## src/rtl/accel_desc_seq_if.sv

```systemverilog
// Address-stream handshake between the descriptor sequencer (master) and its consumer (slave).
interface accel_desc_seq_if #(
  parameter int ADDR_W = 32
);
  logic              addr_valid;
  logic              addr_ready;
  logic [ADDR_W-1:0] addr_out;

  modport master (output addr_valid, output addr_out, input addr_ready);
  modport slave  (input addr_valid, input addr_out, output addr_ready);
endinterface

```

## src/rtl/accel_desc_seq.sv

```systemverilog
// Descriptor channel bank plus one-channel word-address sequencer that holds the pipeline while busy.
// First address one cycle after start; address stalls while addr_ready is low; loads accepted in every state.
module accel_desc_seq #(
  parameter int ADDR_W     = 32,
  parameter int CNT_W      = 16,
  parameter int NUM_CH     = 2,
  parameter int WORD_BYTES = 4,
  localparam int CH_W      = (NUM_CH > 1) ? $clog2(NUM_CH) : 1
) (
  input  logic                     clk,
  input  logic                     reset,
  input  logic                     load_startaddr_w,
  input  logic                     load_datasize_w,
  input  logic [CH_W-1:0]          load_ch_w,
  input  logic [ADDR_W-1:0]        load_data_w,
  input  logic                     start,
  input  logic [CH_W-1:0]          start_ch,
  accel_desc_seq_if.master         addr_if,
  output logic                     busy,
  output logic                     hold_o,
  output logic                     done,
  output logic [NUM_CH*ADDR_W-1:0] startaddr_flat,
  output logic [NUM_CH*CNT_W-1:0]  datasize_flat
);

  typedef enum logic [1:0] {S_IDLE, S_RUN, S_DONE} state_t;

  localparam logic [CH_W:0] NCH = (CH_W+1)'(NUM_CH);

  logic [ADDR_W-1:0] r_startaddr [NUM_CH];
  logic [CNT_W-1:0]  r_datasize  [NUM_CH];

  state_t            r_state, w_state_nxt;
  logic [ADDR_W-1:0] r_cur_addr, w_cur_nxt;
  logic [CNT_W-1:0]  r_remaining, w_rem_nxt;

  logic              w_load_ok;
  logic              w_start_ok;
  logic              w_hs;
  logic [ADDR_W-1:0] w_sel_addr;
  logic [CNT_W-1:0]  w_sel_size;

  assign w_load_ok  = ({1'b0, load_ch_w} < NCH);
  assign w_start_ok = start && ({1'b0, start_ch} < NCH);

  // Start address wins when both strobes arrive together.
  always_ff @(posedge clk or posedge reset) begin
    if (reset) begin
      for (int i = 0; i < NUM_CH; i++) begin
        r_startaddr[i] <= '0;
        r_datasize[i]  <= '0;
      end
    end else begin
      for (int i = 0; i < NUM_CH; i++) begin
        if (w_load_ok && (load_ch_w == CH_W'(i))) begin
          if (load_startaddr_w)
            r_startaddr[i] <= load_data_w;
          else if (load_datasize_w)
            r_datasize[i]  <= load_data_w[CNT_W-1:0];
        end
      end
    end
  end

  always_comb begin
    startaddr_flat = '0;
    datasize_flat  = '0;
    w_sel_addr     = '0;
    w_sel_size     = '0;
    for (int i = 0; i < NUM_CH; i++) begin
      startaddr_flat[i*ADDR_W +: ADDR_W] = r_startaddr[i];
      datasize_flat[i*CNT_W +: CNT_W]    = r_datasize[i];
      if (start_ch == CH_W'(i)) begin
        w_sel_addr = r_startaddr[i];
        w_sel_size = r_datasize[i];
      end
    end
  end

  always_ff @(posedge clk or posedge reset) begin
    if (reset) begin
      r_state     <= S_IDLE;
      r_cur_addr  <= '0;
      r_remaining <= '0;
    end else begin
      r_state     <= w_state_nxt;
      r_cur_addr  <= w_cur_nxt;
      r_remaining <= w_rem_nxt;
    end
  end

  // The running sequence owns private copies, so later loads cannot disturb it.
  always_comb begin
    w_state_nxt = r_state;
    w_cur_nxt   = r_cur_addr;
    w_rem_nxt   = r_remaining;
    case (r_state)
      S_IDLE: begin
        if (w_start_ok) begin
          w_cur_nxt   = w_sel_addr;
          w_rem_nxt   = w_sel_size;
          w_state_nxt = (w_sel_size != '0) ? S_RUN : S_DONE;
        end
      end
      S_RUN: begin
        if (w_hs) begin
          w_cur_nxt = r_cur_addr + ADDR_W'(WORD_BYTES);
          w_rem_nxt = r_remaining - CNT_W'(1);
          if (r_remaining == CNT_W'(1))
            w_state_nxt = S_DONE;
        end
      end
      S_DONE:  w_state_nxt = S_IDLE;
      default: w_state_nxt = S_IDLE;
    endcase
  end

  assign addr_if.addr_valid = (r_state == S_RUN);
  assign addr_if.addr_out   = (r_state == S_RUN) ? r_cur_addr : '0;
  assign w_hs               = addr_if.addr_valid & addr_if.addr_ready;
  assign busy               = (r_state != S_IDLE);
  assign hold_o             = busy;
  assign done               = (r_state == S_DONE);

endmodule
```

## src/flat_wrapper.sv

```systemverilog
// flat-port wrapper written by rule: the top's interface ports become plain ports
module accel_desc_seq_flat 
#(
  parameter int ADDR_W     = 32,
  parameter int CNT_W      = 16,
  parameter int NUM_CH     = 2,
  parameter int WORD_BYTES = 4,
  localparam int CH_W      = (NUM_CH > 1) ? $clog2(NUM_CH) : 1
)
  (clk, reset, load_startaddr_w, load_datasize_w, load_ch_w, load_data_w, start, start_ch, busy, hold_o, done, startaddr_flat, datasize_flat, addr_if_addr_valid, addr_if_addr_out, addr_if_addr_ready);
  accel_desc_seq_if #(.ADDR_W(ADDR_W)) addr_if_i ();
  input  logic clk;
  input  logic reset;
  input  logic load_startaddr_w;
  input  logic load_datasize_w;
  input  logic [CH_W-1:0] load_ch_w;
  input  logic [ADDR_W-1:0] load_data_w;
  input  logic start;
  input  logic [CH_W-1:0] start_ch;
  output logic busy;
  output logic hold_o;
  output logic done;
  output logic [NUM_CH*ADDR_W-1:0] startaddr_flat;
  output logic [NUM_CH*CNT_W-1:0] datasize_flat;
  output wire logic [$bits(addr_if_i.addr_valid)-1:0] addr_if_addr_valid;
  output wire logic [$bits(addr_if_i.addr_out)-1:0] addr_if_addr_out;
  input wire logic [$bits(addr_if_i.addr_ready)-1:0] addr_if_addr_ready;
  assign addr_if_addr_valid = addr_if_i.addr_valid;
  assign addr_if_addr_out = addr_if_i.addr_out;
  assign addr_if_i.addr_ready = addr_if_addr_ready;
  accel_desc_seq #(.ADDR_W(ADDR_W), .CNT_W(CNT_W), .NUM_CH(NUM_CH), .WORD_BYTES(WORD_BYTES)) u_core (.clk(clk), .reset(reset), .load_startaddr_w(load_startaddr_w), .load_datasize_w(load_datasize_w), .load_ch_w(load_ch_w), .load_data_w(load_data_w), .start(start), .start_ch(start_ch), .addr_if(addr_if_i), .busy(busy), .hold_o(hold_o), .done(done), .startaddr_flat(startaddr_flat), .datasize_flat(datasize_flat));
endmodule
```

## config.mk

```make
export PLATFORM = sky130hd
export DESIGN_NAME = accel_desc_seq_flat
export DESIGN_NICKNAME = d
export VERILOG_FILES = /design/src/rtl/accel_desc_seq_if.sv /design/src/rtl/accel_desc_seq.sv /design/src/flat_wrapper.sv
export SDC_FILE = /design/constraint.sdc
export NUM_CORES = 1
export LEC_CHECK = 0
export BUFFER_PORTS_ARGS = -buffer_cell sky130_fd_sc_hd__buf_2
export CAP_MARGIN = 20
export CORE_MARGIN = 3
export CORE_UTILIZATION = 59
export CTS_CLUSTER_SIZE = 28
export DETAILED_ROUTE_END_ITERATION = 8
export GPL_TIMING_DRIVEN = 0
export PLACE_DENSITY = 0.86
export SKIP_LAST_GASP = 1
export SYNTH_ARGS = -nofsm -noshare
export SYNTH_HDL_FRONTEND = slang
export SYNTH_SLANG_ARGS = --single-unit
```

## constraint.sdc

```tcl
create_clock -name clk -period 9.2 [get_ports clk]
set_input_delay 0.46 -clock clk [delete_from_list [all_inputs] [get_ports clk]]
set_output_delay 0.46 -clock clk [all_outputs]
set_load 0.005 [all_outputs]
```

==> flow_summary.toml, run 1 <==
[logic_synthesis]
synth_compound_area_share_pct = 12.6
synth_fp_nets = 728
synth_largest_area_cell = "dfrtp_1"
synth_area_per_cell_sq_um = 10.8
synth_cells = 685
ys_warn_count = 0
synthAdderAreaFrac_pct = 0.507
synthXorXnorAreaFrac_pct = 0
ys_seq_elements = 146
synth_cell_type_count = 57
synth_top_family_by_area = "multiplexers"
synth-simple-area-share_pct = 14.4
yosysTopAreaCellShare_pct = 49.3
synth_mux_area_share_pct = 20.1
synth_area_leaders = "dfrtp_1, mux2_2, mux2i_1"
synth_flop_cell = "dfrtp_1"
seq_area_frac_synth_pct = 49.3
synth_area_sq_mm = 0.00741
async_reset_ff_share_pct = 100
synth-edff-count = 0

[placed_design]
dp_cells = 1024
io_buffers = 170
dp_hpwl_um = 16800
place.gp.congestion = 0.963

[floorplanning]
initial_utilization_pct = 60.9
rows = 40
core_sq_mm = 0.0122
die_h_um = 118
die_w_um = 118
io-pin-count = 172
dieArea_sq_mm = 0.0139

[sta]
slew_viol_final = 0
tightest_slew_ns = 0.981
fmax_mhz = 292
fin_setup_tns_ns = 0
finalHoldViolations = 0
post-route-period-util_pct = 37.2
fin_skew_ns = 0.0100
setup_viol = 0
rsz0062_at_grt = "false"
maxSlewHeadroom_pct = 34.0
post-route-min-period_ns = 3.42

[global_routing]
overflow = 0
grt_pass1_wl_um = 38300
grtUsageTotal_pct = 34.9
grt_max_degree = 92
first_global_vias = 6909
antenna_found_initial = 0

[clock_tree]
cts_sinks = 146
hold_buffers = 0
cts.path.max_buffers = 2
post_cts_resized = 0
cts_root_buf = "clkbuf_16"
cts_tree = "built"
cts-htree-levels = 4
clock_latency_ns = 0.43
clk_pin_slew_ns = 0.06
post-cts-setup-buffer-count = 0
numCtsBuffers = 17

[setup_path]
critical_path_required_ns = 8.74
crit_path_max_fanout = 10
end_kind = "output port"
critPathMaxStageDelay_ns = 0.56
start_kind = "flop"
arrival_ns = 2.96
slowest_stage = "clkbuf_1"
path_cells = "clkbuf_1 > nand2b_1 > inv_1 > clkbuf_1 > clkbuf_1 > clkbuf_1 > and2_1 > buf_2"
crit_type = "reg -> out"
cp_common_cell = "clkbuf_1"

[power_and_ir_drop]
power.density_mw_per_mm2 = 244
irDropWorstVdd_mv = 0.169
leakage_nw = 4.06

[status]
status = "finished, final reports clean"

[routing]
first_pass_iters = 6
routed_wl_um = 24000
drc = 0
vias = 6734
vias_per_cell = 6.39
avgRoutedWirePerCell_um = 22.7
ant_nets = 0
drt_iter0_drc = 885

[layout]
fillers = 827
most-common-layout-cells = "buf_2, dfrtp_1, mux2_2"
drive_above_1_share_pct = 37.1
final_common_cell = "buf_2"
fin_cells = 1054
finalNetCount = 919
area_growth_pct = 22.4
antenna_cells = 0

[min_path]
hp-class = "in -> async"

[flow_run]
max_cap_violations = 0
-- synth_stat cells, types with 4 or more instances --
| library cell | instances |
|---|---|
| buf_2 | 4 |
| o22ai_1 | 13 |
| nor2_1 | 33 |
| o22a_1 | 8 |
| inv_1 | 11 |
| mux2i_1 | 24 |
| dfrtp_1 | 146 |
| buf_1 | 16 |
| and4_1 | 4 |
| nor3_1 | 17 |
| mux2_2 | 111 |
| clkbuf_1 | 27 |
| and2_1 | 28 |
| a31oi_1 | 4 |
| a311oi_1 | 7 |
| o21ai_0 | 23 |
| nand4_1 | 9 |
| nor2b_1 | 12 |
| a21oi_1 | 42 |
| nand3_1 | 20 |
| nor4_1 | 9 |
| a211oi_1 | 10 |
| and3_1 | 8 |
| nand2_1 | 43 |
-- sequential cells by signal, summed over array words and instances (netlist names) --
| register | count |
|---|---|
| u_core.startaddr_flat | 64 |
| u_core.datasize_flat | 32 |
| u_core.r_remaining | 16 |
| u_core.r_cur_addr | 32 |
| u_core.r_state | 2 |
-- critical path, delay by kind of cell (launching register included) --
kind                   cells  cell delay, ns
buffers and inverters      6            1.79
AND/OR/NAND/NOR            2            0.39
flip-flops                 1            0.35
-- area by class of cell --
type                            count  area (sq um)  share of cell area, %
Buffer                             48           189                   2.08
Clock buffer                       19           453                   4.99
Clock inverter                     10           111                   1.23
Inverter                           11          46.3                  0.510
Multi-Input combinational cell    480          3530                   38.9
Sequential cell                   146          3650                   40.3
Tap cell                          168           210                   2.32
Timing Repair Buffer              172           883                   9.74
-- power breakdown --
part | internal [W] | switching (W)
Combinational | 0.000282 | 0.000290
Clock | 0.000407 | 0.000273
Sequential | 0.000794 | 0.000170
Total | 0.00148 | 0.000733
-- cell families (layout without fill, tap and decap cells) --
kind of cell	count (synthesis)	count (layout)
DFF	146	146
and+or+nand+nor	202	202
buffers and inverters	59	260
muxes	135	135
AOI/OAI and AO/OA	140	140
adders and majority gates	3	3
-- path summary, 6_finish.rpt --
path / start / end / slack (ns) / depth (start not counted)
setup / recovery: u_core.r_state[1] / addr_if_addr_out[20] / 5.78 / 8
hold / removal: reset / u_core.startaddr_flat[0] / 0.08 / 2
setup reg to reg: u_core.r_state[1] / u_core.r_remaining[13] / 6.60 / 8
hold reg to reg: u_core.r_remaining[8] / u_core.r_remaining[8] / 0.53 / 2
max in group asynchronous: reset / u_core.r_cur_addr[8] / 8.31 / 3
min in group clk: load_data_w[17] / u_core.startaddr_flat[17] / 0.28 / 2
-- metal layers --
metal | vias to the layer above | global-route usage, % | wire [um]
met5 | - | 0 | 0
met4 | 0 | 14.5 | 811
met3 | 75 | 10.5 | 2620
met2 | 443 | 55.4 | 11400
met1 | 3304 | 44.8 | 9160
li1 | 2912 | - | -
-- per-stage QoR --
step / total power (W) / area (sq um) / hold slack [ns] / setup slack (ns) / util, %
floorplan: 0.00126 / 7410 / 0.461 / 4.82 / -
global route: 0.00232 / 9070 / 0.130 / 5.58 / 74.6
finish: 0.00222 / 9070 / 0.0792 / 5.78 / 74.6
global placement: 0.00149 / 8470 / 0.484 / 3.43 / 69.7
detailed placement: 0.00152 / 8500 / 0.509 / 6.26 / 69.9
CTS: 0.00220 / 9070 / 0.104 / 5.80 / 74.6
No activity file was read; power rests on OpenSTA's default activity.
==> inputs of run 2 (changes only) <==
CORE_UTILIZATION = 49   (was 59)
PLACE_DENSITY = 0.77   (was 0.86)
clock period = 3.1 ns   (was 9.2 ns; I/O delays follow)
==> flow_summary.toml, run 2 (synthesis results as in run 1) <==
[routing]
avgRoutedWirePerCell_um = 21.2
routed_wl_um = 23200
drc = 0
ant_nets = 0
wl_met3_um = 2300
wl_met1_um = 9250
met2_length_um = 11000
vias = 6626
drt_iter0_drc = 647
vias_per_cell = 6.06
highest_layer = "met4"
first_pass_iters = 8

[setup_path]
slowest_stage = "clkbuf_1"
path_cells = "clkbuf_1 > nand2b_1 > inv_1 > clkbuf_1 > clkbuf_2 > clkbuf_1 > and2_1 > buf_2"
crit_path_max_fanout = 10
end_kind = "output port"
cp_common_cell = "clkbuf_1"
startpoint = "u_core.r_state[1]"
crit_type = "reg -> out"
critPathMaxStageDelay_ns = 0.51
start_kind = "flop"
critPathTopFamily = "buffers and inverters"
critical_path_required_ns = 2.94
arrival_ns = 2.76
r2r_start = "u_core.r_cur_addr[4]"
cp_num_buf_inv = 6

[sta]
setup_viol = 0
finalHoldViolations = 0
post-route-min-period_ns = 2.92
fmax_mhz = 343
tightest_slew_ns = 1.17
maxSlewHeadroom_pct = 21.3
rsz0062_at_grt = "false"
fin_ws_ns = 0.182
post-route-period-util_pct = 94.1
slew_viol_final = 0
fin_setup_tns_ns = 0
fin_skew_ns = 0.00801

[clock_tree]
cts_sinks = 146
clock_latency_ns = 0.43
clk_pin_slew_ns = 0.06
cts_tree = "built"
cts_root_buf = "clkbuf_16"
numCtsBuffers = 17
cts-htree-levels = 4
cts.path.max_buffers = 2

[placed_design]
dp_hpwl_um = 16500
place.gp.congestion = 0.939
dpl_worst_slack_ns = 0.527
io_buffers = 170

[layout]
drive_above_1_share_pct = 36.8
area_growth_pct = 26.1
finalNetCount = 938
fillers = 1190
most-common-layout-cells = "buf_2, dfrtp_1, mux2_2"
final_common_cell = "buf_2"
largest_reg_flops = 64

[global_routing]
overflow = 0
antenna_found_initial = 1
grtUsageTotal_pct = 28.0
grt_max_degree = 42
first_global_vias = 6421
grt_pass1_wl_um = 35700

[power_and_ir_drop]
leakage_nw = 4.17
irDropWorstVdd_mv = 0.411
pwr-share-seq_pct = 42.7
p_comb_share_pct = 25.5
total_power_w = 0.00668
p_int_w = 0.00452
clkPwrFrac_pct = 31.8
power.density_mw_per_mm2 = 715
p_sw_share_pct = 32.3
p_sw_w = 0.00216

[floorplanning]
io-pin-count = 172
die_w_um = 129
die_h_um = 129
dieArea_sq_mm = 0.0166
rows = 44
initial_utilization_pct = 50.6
core_sq_mm = 0.0146

[min_path]
worst_hold_startpoint = "load_data_w[7]"
hp-class = "in -> reg"

[status]
status = "finished, final reports clean"

[flow_run]
max_cap_violations = 0
run 2: final cells by class:
| class | instances | area, sq um | share of cell area (%) |
|---|---|---|---|
| antenna | 1 | 2.50 | 0.0268 |
| buffer | 48 | 190 | 2.03 |
| clock buffer | 20 | 457 | 4.89 |
| clock inverter | 12 | 155 | 1.66 |
| inverter | 11 | 45.0 | 0.482 |
| multi-input combinational | 480 | 3530 | 37.7 |
| sequential | 146 | 3650 | 39.1 |
| tap | 184 | 230 | 2.46 |
| timing repair buffer | 191 | 1090 | 11.6 |
run 2: power groups by stage:
stage / Combinational, W / Sequential (W) / Clock, W
after detailed placement: 0.00166 / 0.00286 / 0
after global placement: 0.00161 / 0.00285 / 0
after CTS: 0.00169 / 0.00283 / 0.00213
final: 0.00170 / 0.00286 / 0.00212
after floorplan: 0.000992 / 0.00275 / 0
after global routing: 0.00187 / 0.00292 / 0.00222
run 2: layer usage:
metal  GRT usage (%)  vias up
met2            43.7      390
met5               0        -
met4            10.1        0
li1                -     2960
met1            37.5     3212
met3            8.01       64
run 2: worst paths after layout:
check                                                 end  slack, ns  cells past startpoint
worst max-delay path                  addr_if_addr_out[3]       0.18                      8
worst min-delay path            u_core.startaddr_flat[39]      0.006                      2
worst max register to register      u_core.r_cur_addr[31]       0.41                      5
worst min register to register      u_core.r_remaining[8]       0.51                      2
max in group asynchronous           u_core.r_cur_addr[29]       1.67                      5
min in group asynchronous        u_core.datasize_flat[19]       0.46                      3
run 2: through the flow:
step                utilization [%]  hold slack [ns]  area, sq um  cells
finish                         63.8          0.00582         9350   1093
global route                   63.8           0.0128         9350   1093
CTS                            63.8          0.00128         9340   1091
detailed placement             58.4            0.381         8560   1042
global placement               58.0            0.401         8500   1039
floorplan                         -            0.305         7410    685
run 2: what timing repair did:
action	4_1_cts	5_1_grt
resized for setup	0	2
endpoints found under the setup margin	0	10
buffers inserted	0	0
hold buffers	17	0
endpoints found under the hold margin	69	0
==> inputs of run 3 (changes only) <==
MAX_ROUTING_LAYER = met4   (was unset)
==> flow_summary.toml, run 3 (synthesis results as in run 1) <==
[status]
status = "finished, final reports clean"

[layout]
drive_above_1_share_pct = 36.6
regArea_sq_mm = 0.00365
design_area_sq_mm = 0.00937
finalNetCount = 944
final_common_cell = "buf_2"
area_growth_pct = 26.5
fillers = 1181
most-common-layout-cells = "buf_2, dfrtp_1, mux2_2"
largest_reg_flops = 64
fin_cells = 1097
antenna_cells = 0
multi_input_area_sq_mm = 0.00353

[setup_path]
r2r_start = "u_core.r_cur_addr[4]"
critPathTopFamily = "buffers and inverters"
start_kind = "flop"
critical_path_required_ns = 2.94
cp_num_buf_inv = 5
reg2reg_setup_slack_ns = 0.60
path_cells = "clkbuf_1 > nand2b_1 > inv_1 > clkbuf_1 > clkbuf_1 > and2_1 > buf_2"
crit_path_max_fanout = 10
arrival_ns = 2.77
cp_common_cell = "clkbuf_1"
r2r_cells = 5
crit_type = "reg -> out"
end_kind = "output port"
slowest_stage = "clkbuf_1"
critPathMaxStageDelay_ns = 0.60
r2r-end = "u_core.r_cur_addr[31]"

[power_and_ir_drop]
p_sw_share_pct = 32.9
clkPwrFrac_pct = 30.6
irDropWorstVdd_mv = 0.411
p_sw_w = 0.00216
power.density_mw_per_mm2 = 702
p_comb_share_pct = 25.9
pwr-share-seq_pct = 43.5
leakage_nw = 4.17
p_int_w = 0.00442

[routing]
wl_met1_um = 9640
first_pass_iters = 5
routed_wl_um = 23400
highest_layer = "met4"
avgRoutedWirePerCell_um = 21.3
vias = 6651
vias_per_cell = 6.06
met2_length_um = 11200
wl_met3_um = 1900
ant_nets = 0
drt_iter0_drc = 702
drc = 0

[clock_tree]
cts-htree-levels = 4
clock_latency_ns = 0.43
cts_sinks = 146
post-cts-setup-buffer-count = 0
clk_pin_slew_ns = 0.06
cts.path.max_buffers = 2
cts_root_buf = "clkbuf_16"
numCtsBuffers = 17
cts_tree = "built"

[sta]
fin_skew_ns = 0.00501
holdWs_ns = 0.0133
fin_setup_tns_ns = 0
slew_viol_final = 0
post-route-period-util_pct = 94.3
fmax_mhz = 342
setup_viol = 0
post-route-min-period_ns = 2.92
rsz0062_at_grt = "false"
tightest_slew_ns = 1.11
finalHoldViolations = 0
maxSlewHeadroom_pct = 25.1

[placed_design]
dp_cells = 1042
io_buffers = 170
place.gp.congestion = 0.946
dp_hpwl_um = 16700
placed_area_sq_mm = 0.00856

[global_routing]
overflow = 0
grt_pass1_wl_um = 36300
grt_max_degree = 44
grtUsageTotal_pct = 29.5
antenna_found_initial = 0
first_global_vias = 6549

[floorplanning]
rows = 44
initial_utilization_pct = 50.6
die_h_um = 129
core_sq_mm = 0.0146
dieArea_sq_mm = 0.0166
io-pin-count = 172
die_w_um = 129

[min_path]
hp-class = "in -> reg"
whs_path_depth = 2
worst_hold_startpoint = "load_data_w[8]"
holdPathEnd = "u_core.startaddr_flat[8]"

[flow_run]
max_cap_violations = 0
==> run 3: cell count changes in the layout (fill, tap and decap cells not counted), sizes merged <==
| cell | change |
|---|---|
| dlygate4sd3 | +6 |
| clkinvlp | +2 |
| clkbuf | -1 |
| inv | -1 |
| diode | -1 |
| bufinv | -1 |
==> run 3: area by class of cell <==
| type | instances | area share [%] |
|---|---|---|
| buffer | 48 | 2.04 |
| clock buffer | 19 | 4.73 |
| clock inverter | 12 | 1.44 |
| inverter | 11 | 0.481 |
| multi-input combinational | 480 | 37.6 |
| sequential | 146 | 39.0 |
| tap | 184 | 2.46 |
| timing repair buffer | 197 | 12.2 |
==> run 3: worst register-to-register path, cell delays in order (launching register included) <==
cell	delay [ns]
dfrtp_1	0.46
nand3_1	0.18
nor4_1	0.92
nand3_1	0.25
o311ai_0	0.35
o311ai_0	0.19
==> run 3: timing repair <==
item                                    in CTS  in global routing
gates resized for setup                      0                  4
hold endpoints to repair                    74                  0
endpoints found under the setup margin       0                 10
hold buffers                                23                  0
==> run 3: power groups by stage <==
stage | logic [W] | registers [W] | clock network (W)
after floorplan | 0.000992 | 0.00275 | 0
after global placement | 0.00161 | 0.00285 | 0
after detailed placement | 0.00166 | 0.00287 | 0
after CTS | 0.00170 | 0.00284 | 0.00203
after global routing | 0.00187 | 0.00293 | 0.00211
final | 0.00170 | 0.00286 | 0.00201
==> run 3: how the worst max path moves through the flow <==
| stage | slack, ns | to | from | cells past startpoint |
|---|---|---|---|---|
| floorplan | 0.99 | u_core.r_remaining[13] | u_core.r_remaining[0] | 5 |
| CTS | 0.05 | addr_if_addr_out[8] | u_core.r_state[1] | 8 |
| finish | 0.18 | addr_if_addr_out[31] | u_core.r_state[1] | 7 |
| detailed placement | 0.51 | addr_if_addr_out[8] | u_core.r_state[1] | 8 |
| global route | 0.07 | addr_if_addr_out[31] | u_core.r_state[1] | 7 |
| global placement | 0.21 | u_core.r_cur_addr[29] | reset | 2 |
==> run 3: routing by layer <==
metal / up-vias / track usage (%)
met5: - / -
met4: 0 / 11.4
met3: 55 / 6.85
met2: 351 / 44.8
met1: 3278 / 38.6
li1: 2967 / -
==> run 3: through the flow <==
step / total power, W / setup slack, ns / utilization, %
2_1_floorplan: 0.00375 / 0.987 / -
3_3_place_gp: 0.00446 / 0.214 / 58.0
3_5_place_dp: 0.00453 / 0.509 / 58.4
4_1_cts: 0.00656 / 0.0525 / 63.9
5_1_grt: 0.00691 / 0.0712 / 64.0
6_report: 0.00658 / 0.177 / 64.0
